`config.mk`:
```
export PLATFORM = sky130hd
export DESIGN_NAME = c17_s3
export DESIGN_NICKNAME = d
export VERILOG_FILES = /design/src/rtl/c17_s3.sv
export SDC_FILE = /design/constraint.sdc
export NUM_CORES = 1
export LEC_CHECK = 0
export CAP_MARGIN = 20
export CORE_AREA = 8 8 45 47
export DETAILED_ROUTE_END_ITERATION = 10
export DIE_AREA = 0 0 53 55
export GPL_ROUTABILITY_DRIVEN = 0
export HOLD_SLACK_MARGIN = 0.15
export PLACE_DENSITY = 0.42
export SYNTH_ARGS = -nofsm -noshare
export SYNTH_HDL_FRONTEND = slang
export SYNTH_SLANG_ARGS = --single-unit
```
`constraint.sdc`:
```
create_clock -name clk -period 1.23 [get_ports clk]
set_input_delay 0.123 -clock clk [delete_from_list [all_inputs] [get_ports clk]]
set_output_delay 0.123 -clock clk [all_outputs]
set_load 0.05 [all_outputs]
```
`src/rtl/c17_s3.sv`:
```
// ISCAS-85 c17 (six 2-input NANDs) pipelined into three register stages,
// one stage per NAND level. One vector per clock, three-edge latency.
module c17_s3 (
    input  logic N1,
    input  logic N2,
    input  logic N3,
    input  logic N6,
    input  logic N7,
    output logic N22,
    output logic N23,
    input  logic clk,
    input  logic rst
);

    logic s1_n10_q, s1_n11_q, s1_n2_q, s1_n7_q;
    logic s1_n10_d, s1_n11_d, s1_n2_d, s1_n7_d;
    logic s2_n16_q, s2_n19_q, s2_n10_q;
    logic s2_n16_d, s2_n19_d, s2_n10_d;
    logic n22_q, n23_q;
    logic n22_d, n23_d;

    // Next-state logic for all three NAND levels; N2, N7 and N10 ride along
    // in balancing flops so every path crosses exactly three registers.
    always_comb begin
        s1_n10_d = ~(N1 & N3);
        s1_n11_d = ~(N3 & N6);
        s1_n2_d  = N2;
        s1_n7_d  = N7;

        s2_n16_d = ~(s1_n2_q & s1_n11_q);
        s2_n19_d = ~(s1_n11_q & s1_n7_q);
        s2_n10_d = s1_n10_q;

        n22_d    = ~(s2_n10_q & s2_n16_q);
        n23_d    = ~(s2_n16_q & s2_n19_q);
    end

    always_ff @(posedge clk or posedge rst) begin
        if (rst) begin
            s1_n10_q <= 1'b0;
            s1_n11_q <= 1'b0;
            s1_n2_q  <= 1'b0;
            s1_n7_q  <= 1'b0;
            s2_n16_q <= 1'b0;
            s2_n19_q <= 1'b0;
            s2_n10_q <= 1'b0;
            n22_q    <= 1'b0;
            n23_q    <= 1'b0;
        end else begin
            s1_n10_q <= s1_n10_d;
            s1_n11_q <= s1_n11_d;
            s1_n2_q  <= s1_n2_d;
            s1_n7_q  <= s1_n7_d;
            s2_n16_q <= s2_n16_d;
            s2_n19_q <= s2_n19_d;
            s2_n10_q <= s2_n10_d;
            n22_q    <= n22_d;
            n23_q    <= n23_d;
        end
    end

    assign N22 = n22_q;
    assign N23 = n23_q;

endmodule

```
==> impl_metrics.json, run 1 <==
{
  "diodes": 0,
  "fill_cells": 141,
  "crit_fanout": 9,
  "setup_violations": 0,
  "final_common_cell": "dfrtp_1",
  "rsz0062_at_grt": "false",
  "top_level_ports": 9,
  "drc_errors": 0,
  "p_comb_frac": 0.119,
  "synth_cells": 16,
  "io_buffers": 8,
  "grt_util_all_layers": 0.0331,
  "setup_tns_ns": 0,
  "htree_num_levels": 1,
  "synthAdderAreaFrac": 0,
  "via_count": 150,
  "die_h_um": 55,
  "ys_ff_latch": 9,
  "ys_warn_count": 0,
  "drv_cap": 0,
  "coreArea_um2": 1380,
  "drive_gt1_frac": 0.172,
  "slew_violations": 0,
  "arrival_ns": 1.34,
  "cts-resized-gates": 0,
  "dr.pass1.iters": 1,
  "initial_utilization": 0.182,
  "syn_area_per_cell_um2": 15.7,
  "synth_area_um2": 251,
  "cts_tree": "done",
  "ir_drop_v": 0.000591,
  "die_w_um": 53,
  "sw_frac_of_total": 0.218,
  "crit_chain": "dlygate4sd3_1 -> clkdlybuf4s50_1 -> inv_1",
  "wire_per_inst_um": 8.84,
  "cp.required_ns": 1.64,
  "synth.net_count": 23,
  "clock_latency_ns": 0.25,
  "cp_slowest_cell": "dlygate4sd3_1",
  "crit_buf_inv": 3,
  "synth_compound_area_frac": 0,
  "slew_headroom": 0.787,
  "status": "finished clean",
  "p_switching_uw": 134,
  "final_core_util": 0.295,
  "hold_viol": 0,
  "layout_common_cells": "9 x dfrtp_1, 6 x nand2_1, 6 x clkdlybuf4s50_1, 3 x clkbuf_4, 2 x buf_12",
  "grt_max_degree": 10,
  "synth_top_family_by_area": "simple AND/OR/NAND/NOR gates",
  "final_cell_area_um2": 408,
  "first_iter_violations": 0,
  "clock_tree.root_cell": "clkbuf_4",
  "hp-class": "in2reg",
  "tightest_slew_ns": 0.320,
  "fin_crit_ns": 0.930,
  "placed_area_um2": 372,
  "path_class": "in2async",
  "synth_cell_types": 3,
  "cpPeakStageDelay_ns": 0.54,
  "synth-simple-area-share": 0.0896,
  "yosys.area.top_type_share": 0.896,
  "grt.overflow.total": 0,
  "first_global_vias": 159,
  "clkPwrFrac": 0.355,
  "max_freq_mhz": 1070,
  "die-area_um2": 2920,
  "cts_inserted_buffers": 3,
  "antenna_found_initial": 0,
  "synthTopCellsByArea": "dfrtp_1 90%, nand2_1 9.0%, inv_1 1.5%",
  "rows": 14,
  "yosysTopAreaCell": "dfrtp_1",
  "end_kind": "asynchronous set/reset pin",
  "power.density_nw_per_um2": 1500,
  "cts.sinks": 9,
  "nNetsFinal": 37,
  "drt-vias-per-instance": 3.33,
  "grt_pass1_wl_um": 621,
  "crit_family": "buffers and inverters",
  "clk_pin_slew_worst_paths_ns": 0.06,
  "syn2layout_area_growth_pct": 62.2,
  "drt_wl_total_um": 398,
  "yosysSeqAreaShare": 0.896,
  "internal_power_uw": 479,
  "cts_buffer_depth": 2,
  "leakagePower_uw": 0.000183,
  "synth_xor_area_frac": 0,
  "skew_ns": 0.00231,
  "total_power_uw": 613,
  "finalCritPeriodShare": 0.756,
  "pwr-share-seq": 0.526,
  "muxShareOfSynthArea": 0,
  "ant_nets": 0,
  "cp-start-kind": "primary input"
}
-- synthesized netlist by cell type --
cell type  number
inv_1           1
nand2_1         6
dfrtp_1         9
-- flip-flops by register name, indices dropped and copies added, names as in the netlist --
name and flops:
s1_n11_q 1, s2_n16_q 1, N22 1, s1_n7_q 1, s1_n2_q 1, N23 1, s1_n10_q 1, s2_n19_q 1
s2_n10_q 1
-- final cells by class --
type                            instances  area (µm²)  share of cell area
Multi-Input combinational cell          6        22.5              0.0552
Timing Repair Buffer                    9         110               0.270
Clock buffer                            4        26.3              0.0644
Inverter                                1        3.75             0.00920
Tap cell                               16        20.0              0.0491
Sequential cell                         9         225               0.552
-- per-stage QoR --
stage / hold slack, ns / setup WS, ns / cells
after CTS: 0.295 / 0.278 / 45
after global routing: 0.298 / 0.226 / 45
after floorplan: -0.0491 / 0.521 / 16
after global placement: 0.332 / 0.465 / 40
after detailed placement: 0.335 / 0.459 / 40
final: 0.307 / 0.300 / 45
-- per-layer routing --
layer / vias up / global-route usage / wire length, µm
li1: 74 / - / -
met4: 0 / 0.0388 / 0
met1: 67 / 0.0327 / 166
met3: 0 / 0.0241 / 53
met2: 9 / 0.0410 / 178
met5: - / 0 / 0
-- path summary, 6_finish.rpt --
check / start / end / slack, ns / cells after the start
max reg2reg: s2_n16_q$_DFF_PP0_ / N23$_DFF_PP0_ / 0.72 / 1
max: rst / s1_n2_q$_DFF_PP0_ / 0.30 / 3
max in group clk: N22$_DFF_PP0_ / N22 / 0.30 / 1
min reg2reg: s1_n10_q$_DFF_PP0_ / s2_n10_q$_DFF_PP0_ / 0.35 / 0
min: N7 / s1_n7_q$_DFF_PP0_ / 0.31 / 1
min in group asynchronous: rst / s2_n10_q$_DFF_PP0_ / 0.69 / 3
-- power groups by stage --
stage / combinational [µW] / sequential, µW / clock (µW)
after floorplan: 9.20 / 343 / 0
after global placement: 70.9 / 327 / 0
after detailed placement: 71.7 / 328 / 0
after CTS: 74.4 / 323 / 235
after global routing: 77.3 / 324 / 248
final: 73.0 / 322 / 218
-- repair_timing --
item	CTS	global route
hold buffers	1	0
setup buffers	0	0
endpoints found under the hold margin	9	0
-- logic make-up (layout without fill, tap and decap cells) --
kind of cell  count (synthesis)  in the layout
flops                         9              9
buf+inv                       1             14
simple gates                  6              6
No activity file was read; power rests on OpenSTA's default activity.
==> inputs of run 2 (changes only) <==
clock period = 0.9 ns   (was 1.23 ns; I/O delays follow)
==> run 2 against run 1 <==
  * Cell count down 2.2%
  * Total power rose by 37%
  * First-iteration DRC count is 2 higher
  * Hold slack lost 0.22 ns
  * Clock skew about the same
  * Largest power group unchanged
==> impl_metrics.json, run 2 (same netlist as run 1, synthesis figures left out) <==
{
  "initial_utilization": 0.182,
  "crit_buf_inv": 1,
  "ant_nets": 0,
  "grt_util_all_layers": 0.0357,
  "layout_common_cells": "9 x dfrtp_1, 6 x nand2_1, 6 x clkdlybuf4s50_1, 3 x clkbuf_4, 2 x buf_12",
  "cp_slowest_cell": "dfrtp_1",
  "cts_tree": "done",
  "top_level_ports": 9,
  "setup_ws_ns": 0.0104,
  "slew_headroom": 0.778,
  "hp-class": "in2async",
  "grt_pass1_wl_um": 690,
  "final_common_cell": "dfrtp_1",
  "rsz0062_at_grt": "true",
  "first_global_vias": 170,
  "worst_hold_slack_ns": 0.0917,
  "antenna_found_initial": 0,
  "finalCritPeriodShare": 0.988,
  "path_class": "reg2out",
  "ir_drop_v": 0.000847,
  "status": "finished clean",
  "cpPeakStageDelay_ns": 0.39,
  "nNetsFinal": 36,
  "die_w_um": 53,
  "wire_per_inst_um": 8.75,
  "cts.sinks": 9,
  "grt.overflow.total": 0,
  "io_buffers": 8,
  "setup_violations": 0,
  "via_count": 154,
  "placed_area_um2": 372,
  "slew_violations": 0,
  "cp-start-kind": "flip-flop",
  "coreArea_um2": 1380,
  "cts-resized-gates": 0,
  "crit_family": "flip-flops",
  "syn2layout_area_growth_pct": 58.2,
  "drv_cap": 0,
  "final_cell_area_um2": 398,
  "diodes": 0,
  "fin_crit_ns": 0.890,
  "hold_viol": 0,
  "crit_fanout": 1,
  "final_core_util": 0.288,
  "end_kind": "output port",
  "first_iter_violations": 2,
  "die-area_um2": 2920,
  "rows": 14,
  "clock_latency_ns": 0.25,
  "clock_tree.root_cell": "clkbuf_4",
  "cts_inserted_buffers": 3,
  "leakagePower_uw": 0.000179,
  "crit_chain": "buf_12",
  "clk_pin_slew_worst_paths_ns": 0.06,
  "htree_num_levels": 1,
  "die_h_um": 55,
  "cts_buffer_depth": 2,
  "skew_ns": 0.00193,
  "drc_errors": 0,
  "arrival_ns": 0.80,
  "preCtsSetupSlack_ns": 0.162,
  "total_power_uw": 839,
  "cts_setup_buffers": 0,
  "drive_gt1_frac": 0.179,
  "grt_max_degree": 10,
  "tightest_slew_ns": 0.333,
  "max_freq_mhz": 1120,
  "drt-vias-per-instance": 3.50,
  "power.density_nw_per_um2": 2110,
  "dr.pass1.iters": 4,
  "drt_wl_total_um": 385,
  "cp.required_ns": 0.81
}
[run 2: cell count changes in the layout (fill, tap and decap cells not counted), sizes merged]
cell         before  now
dlygate4sd3       1    0
[run 2: per-stage QoR]
step	instances	setup TNS [ns]
after floorplan	16	0
after global placement	40	0
after detailed placement	40	0
after CTS	44	0
after global routing	44	-0.0369
final	44	0
[run 2: worst paths after layout]
check / startpoint / to / slack (ns) / cells past startpoint
min in group clk: N7 / s1_n7_q$_DFF_PP0_ / 0.27 / 1
min reg2reg: s1_n10_q$_DFF_PP0_ / s2_n10_q$_DFF_PP0_ / 0.35 / 0
max in group asynchronous: rst / s2_n19_q$_DFF_PP0_ / 0.56 / 2
max: N22$_DFF_PP0_ / N22 / 0.01 / 1
min: rst / N22$_DFF_PP0_ / 0.09 / 2
max reg2reg: s1_n11_q$_DFF_PP0_ / s2_n19_q$_DFF_PP0_ / 0.39 / 1
[run 2: layer usage]
metal / vias to the layer above / wire length (µm) / global-route usage
met4: 0 / 14 / 0.0388
met2: 11 / 145 / 0.0469
met1: 70 / 162 / 0.0309
met5: - / 0 / 0
li1: 71 / - / -
met3: 2 / 63 / 0.0321
[run 2: where the power goes]
part	switching [µW]	leakage [µW]	total, µW	internal (µW)
Clock	132	0.0000150	302	170
Sequential	11.1	0.0000986	440	429
Combinational	43.4	0.0000654	96.7	53.3
[run 2: area by class of cell]
| class | count | area (µm²) |
|---|---|---|
| fillers | 144 | 986 |
| flip-flops and latches | 9 | 225 |
| repair buffers | 8 | 100 |
| clock buffers | 4 | 26.3 |
| multi-input cells | 6 | 22.5 |
| well taps | 16 | 20.0 |
| inverters | 1 | 3.75 |
==> RTL edit 1: new RTL, config.mk and constraints of run 2 <==
The output `N23` loses its register stage (`n23_q` becomes a continuous assignment).
--- a/src/rtl/c17_s3.sv
+++ b/src/rtl/c17_s3.sv
@@ -46,5 +46,4 @@
             s2_n10_q <= 1'b0;
             n22_q    <= 1'b0;
-            n23_q    <= 1'b0;
         end else begin
             s1_n10_q <= s1_n10_d;
@@ -56,7 +55,8 @@
             s2_n10_q <= s2_n10_d;
             n22_q    <= n22_d;
-            n23_q    <= n23_d;
         end
     end
+
+    assign n23_q = n23_d;
 
     assign N22 = n22_q;
Behaviour: not the same (a bounded check fails within 4 cycles, from zero or initial values and one cycle with rst high).
==> RTL edit 1 against run 2 <==
The flow now finishes with violations (negative setup slack); count of clock-buffer cells in the layout shrank 1; cell count stayed put; die area is the same; critical path type unchanged; total power decreased by 9.6%; register-to-register slack got worse by 0.14 ns; routed wire length grew 3.6%; fmax down 6.7%; sequential cell count is 1 lower; setup slack lost 0.064 ns; critical endpoint is now N23; final area is 1.3% lower; area after synthesis down 10%; first-iteration DRC count fell by 100%.
==> RTL edit 1: results (changes against run 2) <==
Tcrit/Tclk final - 106% (+7.1 points)
first-pass GRT wire length - 703 um (+1.9%)
Seq power - 0.391 mW (-11%)
CP max FO - 2 (+1)
routed vias - 150 (-2.6%)
Leak Pwr - 0.171 nW (-4.7%)
CTS H-tree depth - 1 (unchanged)
kind of cell adding the most delay to the critical path - flip-flops
worst r2r src - s2_n16_q$_DFF_PP0_
Inst Count DP - 39 (-2.5%)
Final setup viols - 1 (+1)
Clk pwr share - 34.0% (-2.0 points)
Hold Path Cell Cnt - 1
Fin Hold WS - 0.282 ns (+0.190 ns)
clk buf depth - 2 (unchanged)
Setup TNS - -0.0536 ns (-0.0536 ns)
antenna cells - 0 (unchanged)
Comb power frac - 14.3% (+2.8 points)
max incr delay on CP - 0.39 ns (about the same)
initial antenna violation count - 0 (unchanged)
largest net degree at the start of global routing - 9 (-1)
All-Layer GR Usage - 3.74% (+0.17 points)
NumNets Final - 37 (+2.8%)
Max-slew headroom - 88.6% (+11 points)
placed inst area - 347 um^2 (-6.7%)
DP Worst Slack - 0.169 ns (+0.00702 ns)
iteration count of the initial detailed-routing pass - 1 (-3)
worst r2r dst - N22$_DFF_PP0_
drt via density - 3.41 (-2.6%)
Worst Clk Skew - 0.00561 ns (+0.00368 ns)
layout cells sized above 1 - 28.6% (+11 points)
wire per inst - 9.07 um (+3.6%)
1st-iter DRT viols - 0 (-2)
fill cell count - 138 (-4.2%)
Critical Path AT - 0.86 ns (+0.06 ns)
failing checks - negative setup slack
TritonCTS buffer count - 3 (unchanged)
Syn Area/Cell - 15.1 um^2 (-3.9%)
Post-synth EDFFs - 0 (unchanged)
R2R setup slack - 0.25 ns (-0.14 ns)
run status - finished, violations left
Post-Syn Nets - 22 (-4.3%)
sequential area share after synthesis - 88.4% (-1.2 points)
HP Class - in -> reg
Synth area leaders - dfrtp_1, nand2_1, inv_1
footprint of the multi-input gates - 25.0 um^2 (+11%)
vias in the first global route - 194 (+14%)
sw frac - 21.7% (-0.51 points)
most instantiated cells after synthesis - dfrtp_1, nand2_1, inv_1
Worst IR Drop VDD - 0.000597 V (-30%)
Final WS setup - -0.0536 ns (-0.0640 ns)
FF-to-FF path depth - 2 (+1)
[RTL edit 1: changes by cell type after synthesis]
| cell | before | now |
|---|---|---|
| dfrtp_1 | 9 | 8 |
[RTL edit 1: repair_timing]
action                                  CTS  global route
hold buffers                              1             0
setup buffers                             1             0
pin swaps                                 0             0
gates resized for setup                   1             1
endpoints found under the setup margin    1            10
hold endpoints to repair                  8             0
[RTL edit 1: layout make-up]
class	count	share of cell area [%]
flip-flops and latches	8	51.0
repair buffers	10	29.9
multi-input cells	6	6.37
clock buffers	3	5.73
well taps	16	5.10
inverters	1	1.91
[RTL edit 1: metal layers]
metal	track usage (%)	wire, um	vias to the layer above
met5	0	0	-
met4	5.17	0	0
met3	2.67	64	0
met2	4.69	180	9
met1	3.41	154	70
li1	-	-	71
[RTL edit 1: worst max-delay path by stage]
stage / end / depth (start not counted) / slack [ns] / startpoint
6_report: N23 / 2 / -0.05 / s2_n16_q$_DFF_PP0_
5_1_grt: N23 / 2 / -0.1 / s2_n16_q$_DFF_PP0_
4_1_cts: N23 / 2 / -0.05 / s2_n16_q$_DFF_PP0_
3_5_place_dp: s1_n11_q$_DFF_PP0_ / 2 / 0.17 / N3
3_3_place_gp: s1_n11_q$_DFF_PP0_ / 2 / 0.17 / N3
2_1_floorplan: N23 / 1 / 0.12 / s2_n16_q$_DFF_PP0_
[RTL edit 1: logic make-up (layout without fill, tap and decap cells)]
group	Yosys count	after routing	share of synthesized area (%)
buffers and inverters	1	14	1.66
flip-flops	8	8	88.4
AND/OR/NAND/NOR	6	6	9.94
[RTL edit 1: worst reg2reg max path: stages (launching register included)]
cell     delay [ns]
dfrtp_1        0.39
buf_4          0.14
nand2_1        0.05
==> RTL edit 2: new RTL, flow settings as in run 2 <==
Without the edit above. Register the output `N22` once more, without a reset; this adds one clock of latency there. The other outputs are not delayed to match.
--- a/src/rtl/c17_s3.sv
+++ b/src/rtl/c17_s3.sv
@@ -60,5 +60,7 @@
     end
 
-    assign N22 = n22_q;
+    always_ff @(posedge clk) begin
+        N22 <= n22_q;
+    end
     assign N23 = n23_q;
 
Formal check against the unedited RTL: not equivalent (Yosys sat finds a counterexample within 4 cycles, from zero or initial values and one cycle with rst high).
==> RTL edit 2 against run 2 <==
Final area up 5.0%; sequential cell count rose by 1; routed wire length grew 1.8%; setup slack lost 0.0049 ns; combinational power barely moved; non-clock buffer count stayed put; total power rose by 6.2%; area after synthesis is 8.0% higher; critical endpoint is now N23.
==> RTL edit 2: results (changes against run 2) <==
run status - completed
Syn Inst Count - 17 (+1)
Primary FF master, synth - dfrtp_1
Worst Clk Skew - 0.00594 ns (+0.00401 ns)
layout cells sized above 1 - 17.2% (-0.62 points)
CTS resizes - 0 (unchanged)
FF-to-FF path depth - 1 (unchanged)
placed inst area - 392 um^2 (+5.4%)
All-Layer GR Usage - 3.58% (+0.012 points)
routed vias - 157 (+1.9%)
Clk pin slew, worst setup/hold paths - 0.06 ns (about the same)
first-pass GRT wire length - 683 um (-1.0%)
Internal Power - 0.701 mW (+7.4%)
NumNets Final - 37 (+2.8%)
Slowest-stage cell, CP - dfrtp_1
1st-iter DRT viols - 1 (-1)
kind of cell adding the most delay to the critical path - flip-flops
Root Buffer - clkbuf_4
Inst Count DP - 41 (+2.5%)
vias in the first global route - 172 (+1.2%)
CP max FO - 1 (unchanged)
Fin Hold WS - 0.0844 ns (-0.00724 ns)
final WL - 392 um (+1.8%)
HP Class - in -> async
iteration count of the initial detailed-routing pass - 2 (-2)
clk buf depth - 2 (unchanged)
R2R setup slack - 0.38 ns
drt via density - 3.49 (-0.32%)
Leak Pwr - 0.187 nW (+4.7%)
Post-Syn Nets - 24 (+4.3%)
Synth cell types - 4 (+1)
FFs w/ async S/R, synth - 90.0% (-10 points)
Crit. Startpoint - N23$_DFF_PP0_
DP Worst Slack - 0.160 ns (-0.00116 ns)
worst r2r dst - n22_q$_DFF_PP0_
sequential area share after synthesis - 90.3% (+0.77 points)
CTS H-tree depth - 1 (unchanged)
worst r2r src - s2_n16_q$_DFF_PP0_
most instantiated cells after synthesis - dfrtp_1, nand2_1, dfxtp_1, inv_1
Synth area leaders - dfrtp_1, nand2_1, dfxtp_1
Max-slew headroom - 78.3% (+0.56 points)
Worst IR Drop VDD - 0.000592 V (-30%)
## RTL edit 2: cell count changes in the layout (fill, tap and decap cells not counted), sizes merged
cell,change
dfxtp,+1
## RTL edit 2: power by group through the flow
stage | registers (mW) | clock network (mW) | logic (mW)
final | 0.489 | 0.306 | 0.0965
after global routing | 0.492 | 0.360 | 0.103
after CTS | 0.490 | 0.327 | 0.0984
after detailed placement | 0.498 | 0 | 0.0982
after global placement | 0.497 | 0 | 0.0971
after floorplan | 0.518 | 0 | 0.0126
## RTL edit 2: area by class of cell
class	count	area, um^2
multi-input combinational	6	22.5
sequential	10	245
inverter	1	3.75
clock buffer	4	26.3
fill	144	966
tap	16	20.0
timing repair buffer	8	100
## RTL edit 2: logic make-up (layout without fill, tap and decap cells)
group / count (synthesis) / count (layout) / synth area share, %
buf+inv: 1 / 13 / 1.38
flops: 10 / 10 / 90.3
simple gates: 6 / 6 / 8.29
## RTL edit 2: per-layer routing
layer	global-route usage, %	part of all wire (%)	up-vias
li1	-	-	73
met1	4.05	41	75
met2	3.91	45	9
met3	1.87	14	0
met4	5.17	0	0
met5	0	0	-
## RTL edit 2: worst max path at each step
stage                              end  slack [ns]  depth (start not counted)
global route                       N23       -0.03                          1
finish                             N23       0.006                          1
CTS                                N23       -0.01                          1
detailed placement  s1_n11_q$_DFF_PP0_        0.16                          2
global placement    s1_n10_q$_DFF_PP0_        0.17                          2
floorplan                          N22        0.22                          0
## RTL edit 2: timing repair
item / in CTS / in global routing
endpoints found under the setup margin: 1 / 1
endpoints found under the hold margin: 9 / 9
gates cloned: 0 / 0
## RTL edit 2: through the flow
step,total power [mW],TNS [ns]
after detailed placement,0.597,0
after CTS,0.915,-0.0106
after global routing,0.956,-0.0336
after floorplan,0.530,0
after global placement,0.594,0
final,0.891,0
